===== src/rtl/readcode_burst_responder_pkg.sv =====
// Shared definitions for the readcode burst responder: FSM states and line geometry.
package readcode_burst_responder_pkg;

    localparam int unsigned RC_LINE_DWORDS = 4;

    typedef enum logic [1:0] {
        ST_IDLE = 2'd0,
        ST_CMD  = 2'd1,
        ST_DATA = 2'd2
    } state_t;

endpackage


===== src/rtl/readcode_line_assembler.sv =====
// 128-bit cache line register with a single indexed dword write port.
module readcode_line_assembler (
    input  logic         clk,
    input  logic         rst,
    input  logic         i_wr_en,
    input  logic [1:0]   i_idx,
    input  logic [31:0]  i_data,
    output logic [127:0] o_line
);

    logic [127:0] r_line;

    always_ff @(posedge clk) begin
        if (rst) begin
            r_line <= '0;
        end else if (i_wr_en) begin
            r_line[{i_idx, 5'd0} +: 32] <= i_data;
        end
    end

    assign o_line = r_line;

endmodule


===== src/rtl/readcode_burst_responder.sv =====
// Turns one icache readcode request into one Avalon-MM burst read and
// forwards each returned dword, assembling the full line on the final beat.
module readcode_burst_responder
    import readcode_burst_responder_pkg::*;
#(
    parameter int unsigned LINE_DWORDS = RC_LINE_DWORDS
) (
    input  logic         clk,
    input  logic         rst,
    input  logic         readcode_do,
    input  logic [31:0]  readcode_address,
    output logic         readcode_done,
    output logic [127:0] readcode_line,
    output logic [31:0]  readcode_partial,
    output logic         readcode_partial_done,
    output logic [29:0]  avm_address,
    output logic         avm_read,
    output logic [2:0]   avm_burstcount,
    input  logic         avm_waitrequest,
    input  logic [31:0]  avm_readdata,
    input  logic         avm_readdatavalid
);

    if (LINE_DWORDS != 4) begin : g_bad_line_dwords
        $error("readcode_burst_responder: only LINE_DWORDS=4 is supported");
    end

    state_t      r_state;
    state_t      w_next_state;
    logic [1:0]  r_start;
    logic [2:0]  r_beat;
    logic [2:0]  r_burst;
    logic [29:0] r_avm_address;
    logic        r_avm_read;
    logic [31:0] r_partial;
    logic        r_done;
    logic        r_partial_done;

    logic        w_accept;
    logic        w_beat;
    logic        w_last;
    logic [1:0]  w_line_idx;
    logic [2:0]  w_start_burst;
    logic        w_unused_addr_bits;

    assign w_unused_addr_bits = ^readcode_address[1:0];
    assign w_start_burst      = 3'd4 - {1'b0, readcode_address[3:2]};
    assign w_line_idx         = r_start + r_beat[1:0];

    // A beat in the acceptance cycle counts, so a 0-latency single-beat
    // burst can go straight from CMD back to IDLE.
    always_comb begin
        w_next_state = r_state;
        w_accept     = 1'b0;
        w_beat       = 1'b0;
        case (r_state)
            ST_IDLE: begin
                if (readcode_do) w_next_state = ST_CMD;
            end
            ST_CMD: begin
                if (!avm_waitrequest) begin
                    w_accept     = 1'b1;
                    w_beat       = avm_readdatavalid;
                    w_next_state = ST_DATA;
                end
            end
            ST_DATA: begin
                w_beat = avm_readdatavalid;
            end
            default: w_next_state = ST_IDLE;
        endcase
        w_last = w_beat && (r_beat == r_burst - 3'd1);
        if (w_last) w_next_state = ST_IDLE;
    end

    always_ff @(posedge clk) begin
        if (rst) begin
            r_state        <= ST_IDLE;
            r_start        <= '0;
            r_beat         <= '0;
            r_burst        <= '0;
            r_avm_address  <= '0;
            r_avm_read     <= 1'b0;
            r_partial      <= '0;
            r_done         <= 1'b0;
            r_partial_done <= 1'b0;
        end else begin
            r_state        <= w_next_state;
            r_done         <= w_last;
            r_partial_done <= w_beat && !w_last;
            if (w_beat) begin
                r_partial <= avm_readdata;
                r_beat    <= r_beat + 3'd1;
            end
            if (r_state == ST_IDLE && readcode_do) begin
                r_start       <= readcode_address[3:2];
                r_avm_address <= readcode_address[31:2];
                r_burst       <= w_start_burst;
                r_avm_read    <= 1'b1;
                r_beat        <= '0;
            end
            if (w_accept) r_avm_read <= 1'b0;
        end
    end

    readcode_line_assembler u_line (
        .clk     (clk),
        .rst     (rst),
        .i_wr_en (w_beat),
        .i_idx   (w_line_idx),
        .i_data  (avm_readdata),
        .o_line  (readcode_line)
    );

    assign readcode_done         = r_done;
    assign readcode_partial      = r_partial;
    assign readcode_partial_done = r_partial_done;
    assign avm_address           = r_avm_address;
    assign avm_read              = r_avm_read;
    assign avm_burstcount        = r_burst;

endmodule


===== config.mk =====
export PLATFORM = sky130hd
export DESIGN_NAME = readcode_burst_responder
export DESIGN_NICKNAME = d
export VERILOG_FILES = /design/src/rtl/readcode_burst_responder_pkg.sv /design/src/rtl/readcode_line_assembler.sv /design/src/rtl/readcode_burst_responder.sv
export SDC_FILE = /design/constraint.sdc
export NUM_CORES = 1
export LEC_CHECK = 0
export BUFFER_PORTS_ARGS = -buffer_cell sky130_fd_sc_hd__clkbuf_2
export CORE_MARGIN = 1.5
export CORE_UTILIZATION = 51
export CTS_BUF_LIST = sky130_fd_sc_hd__clkbuf_8
export DETAILED_ROUTE_END_ITERATION = 8
export PLACE_DENSITY = 0.82
export SLEW_MARGIN = 20
export SYNTH_ARGS = -nofsm -noshare
export SYNTH_HDL_FRONTEND = slang
export SYNTH_SLANG_ARGS = --single-unit

===== constraint.sdc =====
create_clock -name clk -period 4.6 [get_ports clk]
set_input_delay 0.23 -clock clk [delete_from_list [all_inputs] [get_ports clk]]
set_output_delay 0.23 -clock clk [all_outputs]
set_load 0.1 [all_outputs]

==> flow_metrics.env <==
export IMPL_run_status="completed"
export IMPL_finalMaxSlewViolations=0
export IMPL_dp_slack_ps=1710
export IMPL_cells_along_the_critical_path="ha_1, inv_2, ha_1, nor4_4, buf_4, nand3_1, a21oi_1"
export IMPL_synthesis_nets=996
export IMPL_critPathTopFamily="adder cells"
export IMPL_nets=1241
export IMPL_critPathMaxStageDelay_ps=600
export IMPL_post_dp_hpwl_mm=14.3
export IMPL_yosys_cell_types_count=31
export IMPL_crit_arrival_ps=3340
export IMPL_synth_top_cells_by_count="sky130_fd_sc_hd__nand2_1 (258), sky130_fd_sc_hd__dfxtp_1 (200), sky130_fd_sc_hd__a21oi_1 (193), sky130_fd_sc_hd__nand3_1 (129), sky130_fd_sc_hd__clkbuf_1 (58)"
export IMPL_share_comb_of_total_power=0.291
export IMPL_dr_total_vias=7412
export IMPL_timing_rr_start="r_start[0]"
export IMPL_fin_skew_ps=14.1
export IMPL_tritoncts_num_buffers=17
export IMPL_maximum_number_of_buffers_from_clock_root_to_sink=2
export IMPL_routabilityCongestion=0.768
export IMPL_path_buf_inv=2
export IMPL_timing_reg2reg_setup_slack_ps=1640
export IMPL_internal_power_uw=2650
export IMPL_core_area_um2=14000
export IMPL_worstHoldPathCells=3
export IMPL_setup_tns_ps=0
export IMPL_setup_violations=0
export IMPL_start_kind="flip-flop"
export IMPL_hold_path_class="in -> reg"
export IMPL_post_drt_via_cell_ratio=5.48
export IMPL_grt_setup_unrepaired="false"
export IMPL_cpMaxStageDelayCell="sky130_fd_sc_hd__nor4_4"
export IMPL_max_cap_viol_count=0
export IMPL_ioPinCount=265
export IMPL_synth_edf_count=0
export IMPL_start_util=0.529
export IMPL_clock_group_share_of_total_power=0.282
export IMPL_min_delay_worst_endpoint="readcode_partial[6]"
export IMPL_layout_drive_gt1_share=0.271
export IMPL_power_switching_uw=1720
export IMPL_yosysTopAreaCellShare=0.539
export IMPL_global_route_wire_length_before_repair_mm=35.4
export IMPL_crit_path_max_fanout=22
export IMPL_drt_pass1_iterations=5
export IMPL_grt_antenna_before_repair=0
export IMPL_route_antenna_remaining_nets=0
export IMPL_dominant_cells_by_area_after_synthesis="sky130_fd_sc_hd__dfxtp_1 (54%), sky130_fd_sc_hd__nand2_1 (13%), sky130_fd_sc_hd__a21oi_1 (13%), sky130_fd_sc_hd__nand3_1 (8.7%), sky130_fd_sc_hd__clkbuf_1 (2.9%)"
export IMPL_synthesis_area_um2=7430
export IMPL_switching_share=0.393
export IMPL_power_per_cell_area_nw_per_um2=458
export IMPL_global_route_overflow_total=0
export IMPL_ys_async_sr_fraction=0
export IMPL_wl_mm=23.2
export IMPL_p_leak_uw=0.00382
export IMPL_achievable_frequency_mhz=337
export IMPL_r2r_cells=7
export IMPL_synthFlopType="sky130_fd_sc_hd__dfxtp_1"
export IMPL_latest_clock_arrival_within_the_worst_skew_pair_ps=470
export IMPL_grt_pass1_vias=6958
export IMPL_synth_seq_area_share=0.539
export IMPL_cp_data_required_time_ps=4970
export IMPL_number_of_drc_markers_after_the_initial_detailed_route_iteration=645
export IMPL_die_height_um=124
export IMPL_total_of_flip_flops_plus_latches_after_synthesis=200
export IMPL_yosys_warns=0
export IMPL_power_sequential_fraction=0.427
export IMPL_peakVddDrop_mv=0.347
export IMPL_max_slew_margin=0.257
export IMPL_num_fill_cells=1163
export IMPL_port_buffer_count=262
export IMPL_path_clk_slew_ps=100
export IMPL_final_critical_path_setup_slack_ps=1640
export IMPL_flow_area_growth_from_synthesis_pct=28.5
export IMPL_grt_util_all_layers=0.300
export IMPL_routed_wire_length_per_instance_um=17.2
export IMPL_post_synth_top_count_cell="sky130_fd_sc_hd__nand2_1"
export IMPL_drcViolationCount=0
export IMPL_tightest_slew_ps=1110
export IMPL_postSynthAreaPerCell_um2=8.12
export IMPL_syn_inst=915
export IMPL_largest_net_degree_at_the_start_of_global_routing=154
export IMPL_critical_path_endpoint_type="flip-flop"
export IMPL_layout_min_cycle_time_ps=2960
export IMPL_clock_root_buffer="sky130_fd_sc_hd__clkbuf_8"
export IMPL_hp_start="avm_readdata[6]"
export IMPL_cts_sinks=200
export IMPL_final_min_period_over_clock_period=0.644
export IMPL_std_cell_rows=43
export IMPL_htreeDepth=4
export IMPL_fp_dieArea_um2=15300
export IMPL_synth_top_cell_by_area="sky130_fd_sc_hd__dfxtp_1"
export IMPL_cpMostUsedCell="sky130_fd_sc_hd__ha_1"
export IMPL_tritoncts="built"
export IMPL_diodes=0
export IMPL_timing_hold_violations_final=0
export IMPL_crit_path_category="reg -> reg"
export IMPL_regToRegEndpoint="u_line.o_line[79]"
export IMPL_die_w_um=124
-- final cells by class --
class | instances | area [um^2] | area share
sequential | 200 | 4000 | 0.419
inverter | 10 | 40.0 | 0.00419
multi-input combinational | 629 | 3150 | 0.330
clock buffer | 18 | 248 | 0.0259
timing repair buffer | 302 | 1690 | 0.177
clock inverter | 13 | 193 | 0.0202
tap | 180 | 225 | 0.0236
-- flip-flops by register name, summed over array words and instances, names as in the netlist --
name and count:
u_line.o_line 128, readcode_partial 32, avm_address 29, r_beat 3, avm_burstcount 2, r_state 2, avm_read 1, r_start 1
readcode_done 1, readcode_partial_done 1
-- metal layers --
layer | up-vias | global-route usage | share of wire
met3 | 38 | 0.0884 | 0.085
met4 | 0 | 0.0955 | 0.018
met1 | 3512 | 0.361 | 0.41
met5 | - | 0 | 0
met2 | 312 | 0.516 | 0.49
li1 | 3550 | - | -
-- power by group through the flow --
stage                     Sequential [uW]  Combinational [uW]  Clock, uW
after floorplan                      2470                 415          0
after global placement               1900                1230          0
after detailed placement             1910                1240          0
after CTS                            1870                1260       1250
after global routing                 1880                1340       1310
final                                1870                1270       1230
-- kinds of logic after synthesis --
group,synth area share
flops,0.539
compound gates,0.147
simple gates,0.231
xor+xnor,0.00993
mux,0.00404
buf+inv,0.0485
fa+ha+maj,0.0202
-- worst reg2reg max path, cell delays in order (launching register included) --
cell and delay [ps]:
sky130_fd_sc_hd__dfxtp_1 370, sky130_fd_sc_hd__ha_1 560, sky130_fd_sc_hd__inv_2 190, sky130_fd_sc_hd__ha_1 410, sky130_fd_sc_hd__nor4_4 600, sky130_fd_sc_hd__buf_4 410, sky130_fd_sc_hd__nand3_1 130, sky130_fd_sc_hd__a21oi_1 210
-- cells in the final DEF, fill, tap and decap left out, drive strengths merged, types with 3 or more instances in the layout --
cell type	Yosys	final
a21oi	193	193
and2	3	3
buf	18	11
bufinv	0	4
clkbuf	58	279
clkinvlp	0	4
dfxtp	200	200
dlygate4sd3	0	30
ha	12	12
inv	10	13
mux2i	3	3
nand2	258	258
nand3	129	129
nor3	8	8
o211ai	3	3
-- stage by stage --
stage,instances,total power [uW],area [um^2],utilization,hold slack (ps)
after floorplan,915,2880,7430,-,366
after global placement,1290,3130,8800,0.627,436
after detailed placement,1291,3140,8810,0.627,444
after CTS,1352,4380,9550,0.680,11.1
after global routing,1352,4540,9550,0.680,26.0
final,1352,4370,9550,0.680,42.7
-- worst max-delay path by stage --
| stage | start | slack, ps | cells past startpoint | to |
|---|---|---|---|---|
| 6_report | r_start[0] | 1640 | 7 | u_line.o_line[79] |
| 2_1_floorplan | avm_address[1] | 1660 | 6 | u_line.o_line[100] |
| 4_1_cts | r_start[0] | 1650 | 7 | u_line.o_line[79] |
| 3_5_place_dp | r_start[0] | 1710 | 7 | u_line.o_line[85] |
| 3_3_place_gp | r_start[0] | 1750 | 7 | u_line.o_line[79] |
| 5_1_grt | r_start[0] | 1490 | 7 | u_line.o_line[94] |
-- what timing repair did --
item / 4_1_cts / 5_1_grt
hold endpoints to repair: 30 / 0
resized for setup: 0 / 0
hold buffers: 30 / 0
setup buffers: 0 / 0
endpoints found under the setup margin: 0 / 0
(Power assumes the default switching activity.)
